--- config.mk ---
export PLATFORM = sky130hd
export DESIGN_NAME = ac_ostream
export DESIGN_NICKNAME = d
export VERILOG_FILES = /design/src/rtl/ac_ostream_pkg.sv /design/src/rtl/ac_ostream_skid2.sv /design/src/rtl/ac_ostream.sv
export SDC_FILE = /design/constraint.sdc
export NUM_CORES = 1
export LEC_CHECK = 0
export BUFFER_PORTS_ARGS = -buffer_cell sky130_fd_sc_hd__clkbuf_2
export CAP_MARGIN = 20
export CORE_MARGIN = 3
export CORE_UTILIZATION = 62
export CTS_BUF_LIST = sky130_fd_sc_hd__clkbuf_8
export CTS_CLUSTER_SIZE = 24
export DETAILED_ROUTE_END_ITERATION = 10
export GPL_ROUTABILITY_DRIVEN = 0
export PLACE_DENSITY_LB_ADDON = 0.2
export SETUP_SLACK_MARGIN = 0.05
export SYNTH_ARGS = -nofsm -noshare
export SYNTH_HDL_FRONTEND = slang
export SYNTH_SLANG_ARGS = --single-unit
--- constraint.sdc ---
create_clock -name clk -period 3.8 [get_ports clk]
set_input_delay 0.57 -clock clk [delete_from_list [all_inputs] [get_ports clk]]
set_output_delay 0.57 -clock clk [all_outputs]
set_load 0.05 [all_outputs]
--- src/rtl/ac_ostream_pkg.sv ---
// Shared frame-geometry helpers for the access-control output path, so the
// output buffer and the stream stage agree on row-end packing.
package ac_ostream_pkg;
  localparam int PIX_BITS = 24;
  localparam int KEEP_MAX = 1024;

  function automatic int n_upsp_wrt(input int upsp_w);
    return upsp_w / PIX_BITS;
  endfunction

  function automatic int n_row_package(input int img_w, input int upsp_w);
    return img_w / n_upsp_wrt(upsp_w);
  endfunction

  function automatic int beats_per_row(input int n_row_pkg, input int np);
    return (n_row_pkg + np - 1) / np;
  endfunction

  function automatic int rowend_pos(input int n_row_pkg, input int np);
    return (n_row_pkg - 1) % np;
  endfunction

  // Final packages of a row sit in the upper lanes; lower lanes are padding.
  function automatic logic [KEEP_MAX-1:0] rowend_keep(input int n_row_pkg, input int np,
                                                      input int upsp_w);
    int total;
    int upper;
    logic [KEEP_MAX-1:0] mask;
    total = upsp_w * np / 8;
    upper = (n_row_pkg % np == 0) ? total : (rowend_pos(n_row_pkg, np) + 1) * upsp_w / 8;
    mask  = '0;
    for (int b = 0; b < KEEP_MAX; b++) begin
      if (b < total && b >= total - upper) mask[b] = 1'b1;
    end
    return mask;
  endfunction
endpackage

--- src/rtl/ac_ostream_skid2.sv ---
// Generic 2-entry skid FIFO; head is registered and drives the consumer directly.
module ac_skid2 #(
  parameter int W = 8
) (
  input  logic         clk,
  input  logic         rst_n,
  input  logic         wr_en,
  input  logic [W-1:0] wr_data,
  input  logic         rd_en,
  output logic [W-1:0] head,
  output logic [1:0]   occ
);
  logic [W-1:0] head_q, head_d;
  logic [W-1:0] tail_q, tail_d;
  logic [1:0]   occ_q, occ_d;

  always_comb begin
    head_d = head_q;
    tail_d = tail_q;
    occ_d  = occ_q;
    case ({wr_en, rd_en})
      2'b10: begin
        if (occ_q == 2'd0) head_d = wr_data;
        else               tail_d = wr_data;
        occ_d = occ_q + 2'd1;
      end
      2'b01: begin
        head_d = tail_q;
        occ_d  = occ_q - 2'd1;
      end
      2'b11: begin
        // Occupancy unchanged; with two entries the tail advances to the head.
        if (occ_q == 2'd1) begin
          head_d = wr_data;
        end else begin
          head_d = tail_q;
          tail_d = wr_data;
        end
      end
      default: ;
    endcase
  end

  always_ff @(posedge clk or negedge rst_n) begin
    if (!rst_n) begin
      head_q <= '0;
      tail_q <= '0;
      occ_q  <= 2'd0;
    end else begin
      head_q <= head_d;
      tail_q <= tail_d;
      occ_q  <= occ_d;
    end
  end

  assign head = head_q;
  assign occ  = occ_q;
endmodule

--- src/rtl/ac_ostream.sv ---
// AXI-Stream master after the access-control output buffer: pops wide words,
// attaches frame sideband at write time, and absorbs tready stalls in a skid.
module ac_ostream
  import ac_ostream_pkg::*;
#(
  parameter int UPSP_WRTDATA_WIDTH = 24,
  parameter int N_PARALLEL         = 2,
  parameter int DST_IMG_WIDTH      = 4096,
  parameter int DST_IMG_HEIGHT     = 2160
) (
  input  logic                                      clk,
  input  logic                                      rst_n,
  input  logic                                      buf_empty,
  input  logic [UPSP_WRTDATA_WIDTH*N_PARALLEL-1:0]  buf_rdata,
  output logic                                      buf_rd,
  output logic [UPSP_WRTDATA_WIDTH*N_PARALLEL-1:0]  m_axis_tdata,
  output logic [UPSP_WRTDATA_WIDTH*N_PARALLEL/8-1:0] m_axis_tkeep,
  output logic                                      m_axis_tvalid,
  input  logic                                      m_axis_tready,
  output logic                                      m_axis_tlast,
  output logic                                      m_axis_tuser,
  output logic                                      frame_done
);
  localparam int DW            = UPSP_WRTDATA_WIDTH * N_PARALLEL;
  localparam int KW            = DW / 8;
  localparam int N_ROW_PACKAGE = n_row_package(DST_IMG_WIDTH, UPSP_WRTDATA_WIDTH);
  localparam int BEATS_PER_ROW = beats_per_row(N_ROW_PACKAGE, N_PARALLEL);
  localparam int BEAT_W        = $clog2(BEATS_PER_ROW + 1);
  localparam int ROW_W         = $clog2(DST_IMG_HEIGHT + 1);
  localparam int SW            = DW + KW + 3;
  localparam logic [KEEP_MAX-1:0] ROWEND_KEEP_ALL =
    rowend_keep(N_ROW_PACKAGE, N_PARALLEL, UPSP_WRTDATA_WIDTH);
  localparam logic [KW-1:0] KEEP_ROWEND = ROWEND_KEEP_ALL[KW-1:0];

  logic              inflight_q, inflight_d;
  logic [BEAT_W-1:0] beat_cnt_q, beat_cnt_d;
  logic [ROW_W-1:0]  row_cnt_q, row_cnt_d;
  logic              frame_done_q, frame_done_d;

  logic [1:0]    occ;
  logic [2:0]    pending;
  logic [SW-1:0] wr_entry;
  logic [SW-1:0] head;
  logic          pop;
  logic          row_end;
  logic          frame_end;
  logic          first_beat;
  logic          head_flast;
  logic [KW-1:0] wr_keep;

  assign pop     = m_axis_tvalid & m_axis_tready;
  assign pending = {1'b0, occ} + {2'b00, inflight_q};
  // A pop this cycle frees a slot, so a full pipe can still issue a read.
  assign buf_rd  = ~buf_empty & ((pending < 3'd2) | ((pending == 3'd2) & pop));

  assign row_end    = (beat_cnt_q == BEAT_W'(BEATS_PER_ROW - 1));
  assign frame_end  = row_end & (row_cnt_q == ROW_W'(DST_IMG_HEIGHT - 1));
  assign first_beat = (beat_cnt_q == '0) & (row_cnt_q == '0);
  assign wr_keep    = row_end ? KEEP_ROWEND : {KW{1'b1}};
  assign wr_entry   = {frame_end, first_beat, row_end, wr_keep, buf_rdata};

  always_comb begin
    inflight_d   = buf_rd;
    beat_cnt_d   = beat_cnt_q;
    row_cnt_d    = row_cnt_q;
    frame_done_d = pop & head_flast;
    if (inflight_q) begin
      if (row_end) begin
        beat_cnt_d = '0;
        row_cnt_d  = frame_end ? '0 : row_cnt_q + 1'b1;
      end else begin
        beat_cnt_d = beat_cnt_q + 1'b1;
      end
    end
  end

  always_ff @(posedge clk or negedge rst_n) begin
    if (!rst_n) begin
      inflight_q   <= 1'b0;
      beat_cnt_q   <= '0;
      row_cnt_q    <= '0;
      frame_done_q <= 1'b0;
    end else begin
      inflight_q   <= inflight_d;
      beat_cnt_q   <= beat_cnt_d;
      row_cnt_q    <= row_cnt_d;
      frame_done_q <= frame_done_d;
    end
  end

  ac_skid2 #(.W(SW)) u_skid (
    .clk     (clk),
    .rst_n   (rst_n),
    .wr_en   (inflight_q),
    .wr_data (wr_entry),
    .rd_en   (pop),
    .head    (head),
    .occ     (occ)
  );

  assign m_axis_tdata  = head[DW-1:0];
  assign m_axis_tkeep  = head[DW+KW-1:DW];
  assign m_axis_tlast  = head[DW+KW];
  assign m_axis_tuser  = head[DW+KW+1];
  assign head_flast    = head[DW+KW+2];
  assign m_axis_tvalid = (occ != 2'd0);
  assign frame_done    = frame_done_q;

  a_pending_bound: assert property (@(posedge clk) disable iff (!rst_n) pending <= 3'd2);
endmodule
* Word-level counts from Yosys, hierarchy flattened
Index checks and enable logic that the tools add are counted.
Word-level totals: register bits 142, bits of input ports 52, output and inout port bits 59, word-level logic and storage cells 50
Operators by class: add/sub/neg operators 5, $lt $le $gt $ge 1, equal/unequal tests 10, multiplexer cells 9, bitwise gates (word level) 8, reductions and logical operators 10
Operator list (count):
- 57-bit two-way mux | 4
- 57-bit case mux with 3 select lines | 1
- 57-bit case mux with 2 select lines | 1
- 12-bit by 1-bit adder with 12-bit output, second input constant | 2
- 12-bit logical NOT | 2
- 12-bit two-way mux | 2
- 12-bit by 11-bit equality test with 1-bit output, second input constant | 1
- 12-bit equality test, second input constant | 1
- 1-bit AND | 6
- 2-bit nonzero test | 3
- 2-bit by 1-bit equality test with 1-bit output, second input constant | 2
- 2-bit equality test, second input constant | 2
- 2-bit != test, second input constant | 2
- 2-bit case mux with 2 select lines | 1
- 2-bit AND reduction | 2
- 2-bit by 1-bit adder with 3-bit output | 1
- 3-bit by 2-bit equality test with 1-bit output, second input constant | 1
- 3-bit by 2-bit less-than comparator with 1-bit output, second input constant | 1
- 3-bit AND reduction | 1
- 3-bit nonzero test | 1
- 2-bit by 1-bit adder with 2-bit output, second input constant | 1
- 2-bit logical NOT | 1
- 2-bit by 1-bit != test with 1-bit output, second input constant | 1
- 2-bit by 1-bit subtractor with 2-bit output, second input constant | 1
- 2 further kinds | 2

* Logic depth before layout (Yosys ltp)
Gate-level depths: netlist of the first run.
word-level depth 5, depth in mapped cells 10, depth with buffers taken out 9

* Modules after synthesis
Synthesis of the first run repeated with hierarchy kept, for this count alone.
Unflattened totals: cells, all modules 637, area total of the unflattened synthesis 6825.3 sq um
By module, submodules not included:
- ac_skid2 | times used 1, cells each 474, area an instance 5347.6 sq um, seq. area each 2902.8 sq um
- ac_ostream | times used 1, cells each 163, area an instance 1477.7 sq um, seq. area each 650.6 sq um

* Worst setup path after synthesis of the first run
OpenSTA, ideal clock, no wires.
kind reg2reg, start register u_skid.occ_q[0] (netlist: u_skid.occ[0]), end register u_skid.tail_q[10], library setup time 125 ps, arrival time 2269 ps, data required time 3675 ps, slack 1406 ps, cell stages (with the launch flop) 9, buffers on the path 1, period minus slack after synthesis 2394 ps, path through dfrtp_1 -> inv_1 -> ha_1 -> nor2b_1 -> inv_1 -> ha_1 -> o211ai_1 -> buf_2 -> mux2_2
On the way: word-level cells in the longest chain between the ends 5, elaborated cells between the ends (all ways) 11, classes of those cells eq/ne: 5; mux: 1; bitwise: 1; reduce/logical: 4
Ends and longest elaborated chain:
- start, declared | line ac_ostream_skid2.sv:15 | logic [1:0] occ_q, occ_d;
- start signal, assigned | line ac_ostream_skid2.sv:48 | occ_q <= 2'd0;
- start signal, assigned | line ac_ostream_skid2.sv:52 | occ_q <= occ_d;
- 2-bit nonzero test | line ac_ostream.sv:106 | assign m_axis_tvalid = (occ != 2'd0);
- 1-bit AND | line ac_ostream.sv:51 | assign pop = m_axis_tvalid & m_axis_tready;
- 2-bit equality test | line ac_ostream_skid2.sv:21 | case ({wr_en, rd_en})
- 2-bit != test (no source line) or 2-bit nonzero test (tied branches)
- 3-bit AND reduction (no source line)
- end signal, assigned | line ac_ostream_skid2.sv:51 | tail_q <= tail_d;
- end, declared | line ac_ostream_skid2.sv:14 | logic [W-1:0] tail_q, tail_d;
Several ways; a longest one is shown, not always the timed one. A chain may end at the register's enable or synchronous reset.

* Worst setup path in the final report of the first run
start register u_skid.occ_q[0] (netlist: u_skid.occ[0]), end register u_skid.tail_q[8]
Same word-level chain as after synthesis.

==> reports/results.ini, run 1 <==
[status]
status = completed

[critical_path]
critPathKind = reg2reg
cp_num_cells = 8
crit_arrival_ns = 3.23
path_max_fanout = 48
cp_slowest_cell = o211ai_1
end_kind = flop
timing.rr.start = u_skid.occ[0]
path_buf_inv = 3
cp_top_family = compound AO/OA/AOI/OAI gates
r2r_slack_ns = 0.87
ff2ff_path_depth = 8
r2r-end = u_skid.tail_q[8]
slowest_delay_ns = 0.65
critPathLaunchType = flop
required_ns = 4.10
critPathLaunch = u_skid.occ[0]
crit_chain = inv_1 -> ha_1 -> nor2b_1 -> inv_1 -> ha_1 -> o211ai_1 -> buf_12 -> mux2_2
cp-endpoint = u_skid.tail_q[8]

[clock_network]
cts_tree = built
hold_buffers = 0
cts_resized = 0
cts_root_buf = clkbuf_8
clk_pin_slew_worst_paths_ns = 0.07
cts.sinks = 132
clockBufferDepth = 2
clk_latency_ns = 0.42
htreeDepth = 4
cts_buffers = 17
cts_setup_buffers = 0

[drt]
detail_route.wl_per_cell_um = 16.42
antenna_left = 0
drc = 0
vias = 4294
via_per_inst = 5.710
firstDrtPassIters = 4
first_iter_violations = 167
wl_mm = 12.35

[floorplan]
io_pins = 111
die-height_um = 105.8
rows = 35
fp.dieW_um = 105.8
dieArea_um2 = 11190
coreArea_um2 = 9459
initial_utilization_pct = 65.25

[finish]
final_area_um2 = 6853
area.sequential_um2 = 3303
syn_to_final_growth_pct = 11.03
multi_input_area_um2 = 2316
final_common_cell = dfrtp_1
antenna_cells = 0
mostFrequentLayoutCells = 132 x dfrtp_1, 113 x nor2_1, 109 x clkbuf_2
nets = 676
drive_above_1_share_pct = 32.26
post_layout_nonfiller_instances = 752
fillers = 693

[global_route]
grt_overflow = 0
grt_util_all_layers_pct = 22.99
antenna_found_initial = 0
grt_pass1_vias = 4371
grt_pass1_wl_mm = 20.69
grt_max_degree = 70

[place]
dp_hpwl_mm = 8.203
numPortBuffers = 110
dp_slack_ns = 0.8957
placed_area_um2 = 6437
dp.cells = 721

[yosys]
synth_warnings = 0
yosysSeqAreaShare_pct = 53.52
synth_cell_types = 43
ys_seq_elements = 132
synth_area_um2 = 6172
synth-edff-count = 0
ys_async_sr_fraction_pct = 100.0
synth_top_area_share_pct = 53.52
synth_cells = 563
ys.flop_type = dfrtp_1
netlist_top_cells_area = dfrtp_1 54%, mux2_2 8.2%, a221oi_1 7.0%
synth_top_area_cell = dfrtp_1
avgSynthCellArea_um2 = 10.96
syn_nets = 627

[timing]
worst_pin_slew_ns = 1.007
clock_skew_ns = 0.01092
min_period_ns = 2.929
whs_ns = 0.2698
hold_viol_final = 0
max_freq_mhz = 341.4
period_share_pct = 77.09
setup_ws_ns = 0.8706
setup_viol = 0
final.setup.tns_ns = 0
slew_viol_final = 0
slew_headroom_pct = 32.84
rsz0062_at_grt = no

[pwr]
power_density_nw_per_um2 = 965.1
ir_drop_uv = 375.9
leakage_nw = 3.142

[flow_run]
max_cap_violations = 0

[hold_path]
hp-class = in2async

[worst register-to-register path, delay by kind of cell, from the launching register on]
kind / cells / cell delay, ns
compound gates: 1 / 0.65
fa+ha+maj: 2 / 0.49
buf+inv: 3 / 0.50
flops: 1 / 0.42
mux: 1 / 0.42
simple gates: 1 / 0.34
[how the worst min path moves through the flow]
| stage | from | endpoint | slack (ns) |
|---|---|---|---|
| finish | rst_n | u_skid.head[47] | 0.27 |
| global route | buf_empty | inflight_q | 0.31 |
| CTS | rst_n | u_skid.head[47] | 0.28 |
| detailed placement | u_skid.tail_q[56] | u_skid.tail_q[56] | 0.48 |
| global placement | u_skid.tail_q[53] | u_skid.tail_q[53] | 0.46 |
| floorplan | rst_n | beat_cnt_q[0] | 0.27 |
[cells in the mapped netlist, drive strengths merged (2+ instances only)]
cell    number
a221oi      49
nor4         3
mux2        50
xnor2       11
clkbuf      24
nor2b        2
mux2i        2
or3          3
dfrtp      132
and3         5
ha          12
a21oi        4
a31o         2
nand4        6
a21o         3
xor2         4
and4         3
nor2       113
o21ai       12
a31oi        3
nor3         6
inv         13
or4          3
nand2       15
nand3       11
and2         3
buf         61
[state kept, by name, summed over array words and instances, names as in the netlist]
name and cells:
u_skid.head 52, u_skid.tail_q 52, beat_cnt_q 12, row_cnt_q 12
u_skid.occ 2, frame_done 1, inflight_q 1
[metal layers]
layer	part of all wire, %	track usage (%)
met4	2.3	9.436
met2	50	38.71
met5	0	0
met1	44	28.99
met3	4.3	4.899
[cell type report]
cell class | instances | area share (%)
Sequential cell | 132 | 48.20
Multi-Input combinational cell | 333 | 33.80
Timing Repair Buffer | 115 | 9.038
Clock buffer | 18 | 3.615
Tap cell | 129 | 2.355
Clock inverter | 12 | 2.282
Inverter | 13 | 0.7121
[cell families after synthesis]
kind of cell    share of synthesized area [%]
mux                                     9.447
xor+xnor                                2.128
simple gates                            13.24
buf+inv                                 9.386
compound gates                          9.852
flops                                   53.52
fa+ha+maj                               2.433
[per-stage QoR]
stage	util [%]	total power, W
5_1_grt	72.45	0.007008
4_1_cts	72.33	0.006664
3_3_place_gp	68.06	0.005339
3_5_place_dp	68.06	0.005460
6_report	72.45	0.006614
2_1_floorplan	-	0.005089
[report_power, final]
| part | switching [W] | leakage [nW] | internal [W] | total (W) |
|---|---|---|---|---|
| Sequential | 0.000359 | 1.59 | 0.00201 | 0.00237 |
| Clock | 0.000531 | 0.193 | 0.000660 | 0.00119 |
| Combinational | 0.00209 | 1.36 | 0.000968 | 0.00305 |
| Total | 0.00298 | 3.14 | 0.00364 | 0.00661 |
Power figures use the tool's default switching activity.
==> run 2: changes to the inputs <==
--- a/config.mk
+++ b/config.mk
@@ -8,7 +8,7 @@
 export BUFFER_PORTS_ARGS = -buffer_cell sky130_fd_sc_hd__clkbuf_2
 export CAP_MARGIN = 20
 export CORE_MARGIN = 3
-export CORE_UTILIZATION = 62
+export CORE_UTILIZATION = 52
 export CTS_BUF_LIST = sky130_fd_sc_hd__clkbuf_8
 export CTS_CLUSTER_SIZE = 24
 export DETAILED_ROUTE_END_ITERATION = 10
==> constraint.sdc (replaced) <==
create_clock -name clk -period 2.54 [get_ports clk]
set_input_delay 0.381 -clock clk [delete_from_list [all_inputs] [get_ports clk]]
set_output_delay 0.381 -clock clk [all_outputs]
set_load 0.05 [all_outputs]
==> reports/results.ini, run 2 (synthesis results as in run 1) <==
[floorplan]
die-height_um = 114.9  ; +8.7%
initial_utilization_pct = 53.60  ; -12 points
fp.dieW_um = 114.9  ; +8.7%
rows = 39  ; +11%
dieArea_um2 = 13210  ; +18%
io_pins = 111  ; unchanged
coreArea_um2 = 11520  ; +22%

[drt]
detail_route.wl_per_cell_um = 15.97  ; -2.7%
first_iter_violations = 362  ; +120%
vias = 4311  ; +0.40%
drc = 0  ; unchanged
antenna_left = 0  ; unchanged
via_per_inst = 5.520  ; -3.3%
firstDrtPassIters = 4  ; unchanged
wl_mm = 12.48  ; +1.0%

[pwr]
leakage_nw = 3.229  ; +2.8%
switching_power_w = 0.004421  ; +49%
p_seq_share_pct = 36.1  ; +0.3 points
power_density_nw_per_um2 = 1411  ; +46%
comb_power_share_pct = 48.2  ; +2.0 points
power_switching_share_pct = 45.18  ; +0.18 points
power_w = 0.009784  ; +48%
p_int_w = 0.005363  ; +47%
ir_drop_uv = 633.0  ; +68%
clkPwrFrac_pct = 15.7  ; -2.3 points

[timing]
setup_ws_ns = 0.2068  ; -0.6638 ns
final.setup.tns_ns = 0  ; unchanged
period_share_pct = 91.86  ; +15 points
slew_headroom_pct = 50.76  ; +18 points
setup_viol = 0  ; unchanged
max_freq_mhz = 428.6  ; +26%
hold_viol_final = 0  ; unchanged
min_period_ns = 2.333  ; -0.5962 ns
clock_skew_ns = 0.006002  ; -0.004916 ns
worst_pin_slew_ns = 0.7329  ; -0.2745 ns
rsz0062_at_grt = no
slew_viol_final = 0  ; unchanged

[hold_path]
hp-class = in2reg
hold_path_depth = 2
holdPathEnd = inflight_q
hold_start = buf_empty

[finish]
nets = 689  ; +1.9%
final_common_cell = dfrtp_1
antenna_cells = 0  ; unchanged
fillers = 964  ; +39%
syn_to_final_growth_pct = 12.37
utilization_pct = 60.22  ; -12 points
drive_above_1_share_pct = 32.45  ; +0.18 points
mostFrequentLayoutCells = 132 x dfrtp_1, 113 x nor2_1, 108 x clkbuf_2

[clock_network]
cts.sinks = 132  ; unchanged
cts_root_buf = clkbuf_8
cts_buffers = 17  ; unchanged
clk_latency_ns = 0.44  ; +0.02 ns
cts_tree = built
htreeDepth = 4  ; unchanged
clk_pin_slew_worst_paths_ns = 0.07  ; about the same
clockBufferDepth = 2  ; unchanged

[global_route]
grt_max_degree = 55  ; -21%
antenna_found_initial = 0  ; unchanged
grt_pass1_wl_mm = 20.63  ; -0.27%
grt_util_all_layers_pct = 19.87  ; -3.1 points
grt_overflow = 0  ; unchanged
grt_pass1_vias = 4186  ; -4.2%

[critical_path]
timing.rr.start = u_skid.occ[0]
crit_arrival_ns = 2.65  ; -0.58 ns
critPathKind = reg2reg
path_max_fanout = 54  ; +13%
required_ns = 2.86  ; -1.24 ns
r2r-end = u_skid.tail_q[36]
r2r_slack_ns = 0.21  ; -0.66 ns
ff2ff_path_depth = 8  ; unchanged
end_kind = flop
critPathLaunchType = flop

[place]
dp_hpwl_mm = 8.484  ; +3.4%
dp_slack_ns = 0.09388  ; -0.8018 ns
numPortBuffers = 110  ; unchanged

[flow_run]
max_cap_violations = 0  ; unchanged

[status]
status = completed

run 2: cell count changes in the layout (fill, tap and decap cells not counted), sizes merged:
| cell | delta |
|---|---|
| clkinv | -2 |
| clkinvlp | -3 |
| inv | +8 |
| dlygate4sd3 | +1 |
| clkbuf | +1 |
| bufinv | -2 |
| buf | +12 |
run 2: layout make-up:
cell class              instances  area, µm²  area share, %
clock buffers                  19      261.5          3.771
inverters                      13      48.80         0.7036
clock inverters                13      81.33          1.173
flip-flops and latches        132       3303          47.63
repair buffers                128      743.2          10.72
multi-input cells             333       2318          33.43
well taps                     143      178.9          2.580
run 2: how the worst max path moves through the flow:
stage          cells past startpoint          start                end  slack [ns]
4_1_cts                            6  u_skid.occ[0]             buf_rd        0.05
3_3_place_gp                       8  u_skid.occ[0]  u_skid.tail_q[39]        0.25
3_5_place_dp                       8  u_skid.occ[0]   u_skid.tail_q[0]        0.09
6_report                           8  u_skid.occ[0]  u_skid.tail_q[36]        0.21
5_1_grt                            8  u_skid.occ[0]  u_skid.tail_q[40]        0.06
2_1_floorplan                      8  u_skid.occ[0]  u_skid.tail_q[10]        0.15
run 2: routing by layer:
layer | wire length, µm | vias up | part of all wire (%) | global-route usage (%)
li1 | - | 2056 | - | -
met1 | 5639 | 2110 | 45 | 26.22
met2 | 5922 | 128 | 47 | 31.44
met3 | 711 | 17 | 5.7 | 5.421
met4 | 201 | 0 | 1.6 | 7.668
met5 | 0 | - | 0 | 0
run 2: power by group through the flow:
stage                     clock network [W]  logic [W]  registers, W
after floorplan                           0    0.00415       0.00347
after global placement                    0    0.00467       0.00351
after detailed placement                  0    0.00477       0.00356
after CTS                           0.00159    0.00477       0.00353
after global routing                0.00168    0.00513       0.00364
final                               0.00154    0.00472       0.00353
run 2: metrics by stage:
stage	hold slack (ns)	instances	cell area [µm²]
6_report	0.09769	781	6935
5_1_grt	0.07843	781	6935
4_1_cts	0.06119	781	6930
3_5_place_dp	0.2823	748	6578
3_3_place_gp	0.2834	748	6578
2_1_floorplan	0.08541	563	6172
run 2: worst max-delay path: stages, from the launching register on:
cell and delay [ns]:
dfrtp_1 0.43, inv_1 0.07, ha_1 0.22, nor2b_2 0.24, inv_1 0.07, ha_1 0.19
o211ai_1 0.26, buf_12 0.32, mux2_2 0.38
run 2: what timing repair did:
item	4_1_cts	5_1_grt
setup endpoints to repair	0	57
hold buffers	1	0
endpoints found under the hold margin	17	0
buffers inserted	0	0
resized for setup	0	3
==> run 3: changes to the inputs <==
--- a/config.mk
+++ b/config.mk
@@ -13,7 +13,7 @@
 export CTS_CLUSTER_SIZE = 24
 export DETAILED_ROUTE_END_ITERATION = 10
 export GPL_ROUTABILITY_DRIVEN = 0
-export PLACE_DENSITY_LB_ADDON = 0.2
+export PLACE_DENSITY = 0.83
 export SETUP_SLACK_MARGIN = 0.05
 export SYNTH_ARGS = -nofsm -noshare
 export SYNTH_HDL_FRONTEND = slang
==> reports/results.ini, run 3 (synthesis results as in run 1) <==
[status]
status = completed

[timing]
max_freq_mhz = 424.3  ; -1.0%
final.setup.tns_ns = 0  ; unchanged
setup_viol = 0  ; unchanged
hold_viol_final = 0  ; unchanged
setup_ws_ns = 0.1829  ; -0.02389 ns
slew_headroom_pct = 51.97  ; +1.2 points
rsz0062_at_grt = no
slew_viol_final = 0  ; unchanged
min_period_ns = 2.357  ; +0.02389 ns
worst_pin_slew_ns = 0.7150  ; -0.01794 ns
period_share_pct = 92.80  ; +0.94 points
whs_ns = 0.1040  ; +0.006334 ns
clock_skew_ns = 0.008903  ; +0.002900 ns

[finish]
drive_above_1_share_pct = 34.01  ; +1.6 points
post_layout_nonfiller_instances = 781  ; unchanged
syn_to_final_growth_pct = 13.74
mostFrequentLayoutCells = 131 x dfrtp_1, 113 x nor2_1, 108 x clkbuf_2
fillers = 864  ; -10%
antenna_cells = 0  ; unchanged
final_common_cell = dfrtp_1
nets = 691  ; +0.29%

[hold_path]
hp-class = in2reg

[global_route]
grt_pass1_vias = 4524  ; +8.1%
grt_max_degree = 57  ; +3.6%
grt_overflow = 0  ; unchanged
antenna_found_initial = 0  ; unchanged
grt_pass1_wl_mm = 21.44  ; +3.9%
grt_util_all_layers_pct = 20.48  ; +0.61 points

[critical_path]
path_max_fanout = 27  ; -50%
required_ns = 2.85  ; about the same
r2r_slack_ns = 0.18  ; -0.02 ns
critPathKind = reg2reg
critPathLaunchType = flop
end_kind = flop
crit_chain = inv_1 -> ha_2 -> nor2b_4 -> ha_1 -> buf_4 -> o211ai_1 -> buf_4 -> buf_6 -> mux2_2
crit_arrival_ns = 2.67  ; +0.02 ns
cp_slowest_cell = dfrtp_1
slowest_delay_ns = 0.40  ; -0.03 ns
cpMostUsedCell = buf_4

[clock_network]
cts_tree = built
cts_buffers = 17  ; unchanged
clk_latency_ns = 0.43  ; about the same
cts_root_buf = clkbuf_8
clockBufferDepth = 2  ; unchanged
htreeDepth = 4  ; unchanged
cts.sinks = 132  ; unchanged
clk_pin_slew_worst_paths_ns = 0.07  ; about the same

[drt]
vias = 4527  ; +5.0%
drc = 0  ; unchanged
wl_mm = 13.41  ; +7.5%
antenna_left = 0  ; unchanged
first_iter_violations = 506  ; +40%
via_per_inst = 5.796  ; +5.0%
firstDrtPassIters = 7  ; +3
detail_route.wl_per_cell_um = 17.18  ; +7.5%

[pwr]
clkPwrFrac_pct = 17.5  ; +1.8 points
comb_power_share_pct = 47.6  ; -0.6 points
leakage_nw = 3.244  ; +0.46%
power_switching_share_pct = 44.74  ; -0.44 points
switching_power_w = 0.004548  ; +2.9%
p_int_w = 0.005616  ; +4.7%
p_seq_share_pct = 34.9  ; -1.2 points
ir_drop_uv = 513.0  ; -19%
power_density_nw_per_um2 = 1448  ; +2.6%

[floorplan]
dieArea_um2 = 13210  ; unchanged
die-height_um = 114.9  ; unchanged
io_pins = 111  ; unchanged
fp.dieW_um = 114.9  ; unchanged
coreArea_um2 = 11520  ; unchanged
initial_utilization_pct = 53.60  ; unchanged
rows = 39  ; unchanged

[place]
dp.cells = 745  ; -0.40%
numPortBuffers = 110  ; unchanged
dp_hpwl_mm = 8.899  ; +4.9%
dp_slack_ns = 0.01941  ; -0.07447 ns

[flow_run]
max_cap_violations = 0  ; unchanged

[run 3: worst paths after layout]
| kind | start | end | cells past startpoint |
|---|---|---|---|
| hold / removal | buf_empty | inflight_q | 2 |
| min in group asynchronous | rst_n | u_skid.tail_q[0] | 2 |
| max in group asynchronous | rst_n | u_skid.tail_q[21] | 3 |
| setup reg to reg | u_skid.occ[1] | u_skid.tail_q[10] | 9 |
| hold reg to reg | u_skid.tail_q[53] | u_skid.tail_q[53] | 1 |
| setup / recovery | u_skid.occ[1] | u_skid.tail_q[10] | 9 |
[run 3: worst max-delay path: cells and delay by family (launching register included)]
kind / cells / cell delay [ns]
fa+ha+maj: 2 / 0.51
simple gates: 1 / 0.08
mux: 1 / 0.37
compound gates: 1 / 0.15
flops: 1 / 0.40
buf+inv: 4 / 0.71
[run 3: power groups by stage]
stage | registers, W | clock network, W | logic, W
2_1_floorplan | 0.00347 | 0 | 0.00415
3_3_place_gp | 0.00351 | 0 | 0.00454
3_5_place_dp | 0.00358 | 0 | 0.00472
4_1_cts | 0.00355 | 0.00179 | 0.00475
5_1_grt | 0.00364 | 0.00190 | 0.00522
6_report | 0.00355 | 0.00178 | 0.00484
[run 3: metrics by stage]
step | total power, W | cell area (µm²) | util, %
2_1_floorplan | 0.007613 | 6172 | -
3_3_place_gp | 0.008051 | 6554 | 56.91
3_5_place_dp | 0.008296 | 6554 | 56.91
4_1_cts | 0.01009 | 6967 | 60.50
5_1_grt | 0.01075 | 7020 | 60.96
6_report | 0.01016 | 7020 | 60.96
[run 3: final cells by class]
class / instances / area [µm²] / share of cell area [%]
flip-flops and latches: 132 / 3304 / 47.07
well taps: 143 / 178.9 / 2.549
repair buffers: 130 / 767.0 / 10.92
inverters: 13 / 48.80 / 0.6951
clock buffers: 19 / 261.5 / 3.725
clock inverters: 11 / 135.1 / 1.925
multi-input cells: 333 / 2325 / 33.11
[run 3: layer usage]
layer  share of wire (%)  GRT usage (%)  vias up
li1                    -              -     2057
met5                   0              0        -
met1                  41          25.35     2278
met4                 2.1          7.199        0
met3                 5.3          5.737       30
met2                  51          34.53      162
[run 3: what timing repair did]
action                                 CTS  global route
pin swaps                                0             1
setup endpoints to repair               49            76
gates resized for setup                  3             4
hold buffers                             1             0
endpoints found under the hold margin   43             0
cloned                                   0             1
buffers inserted                         0             4
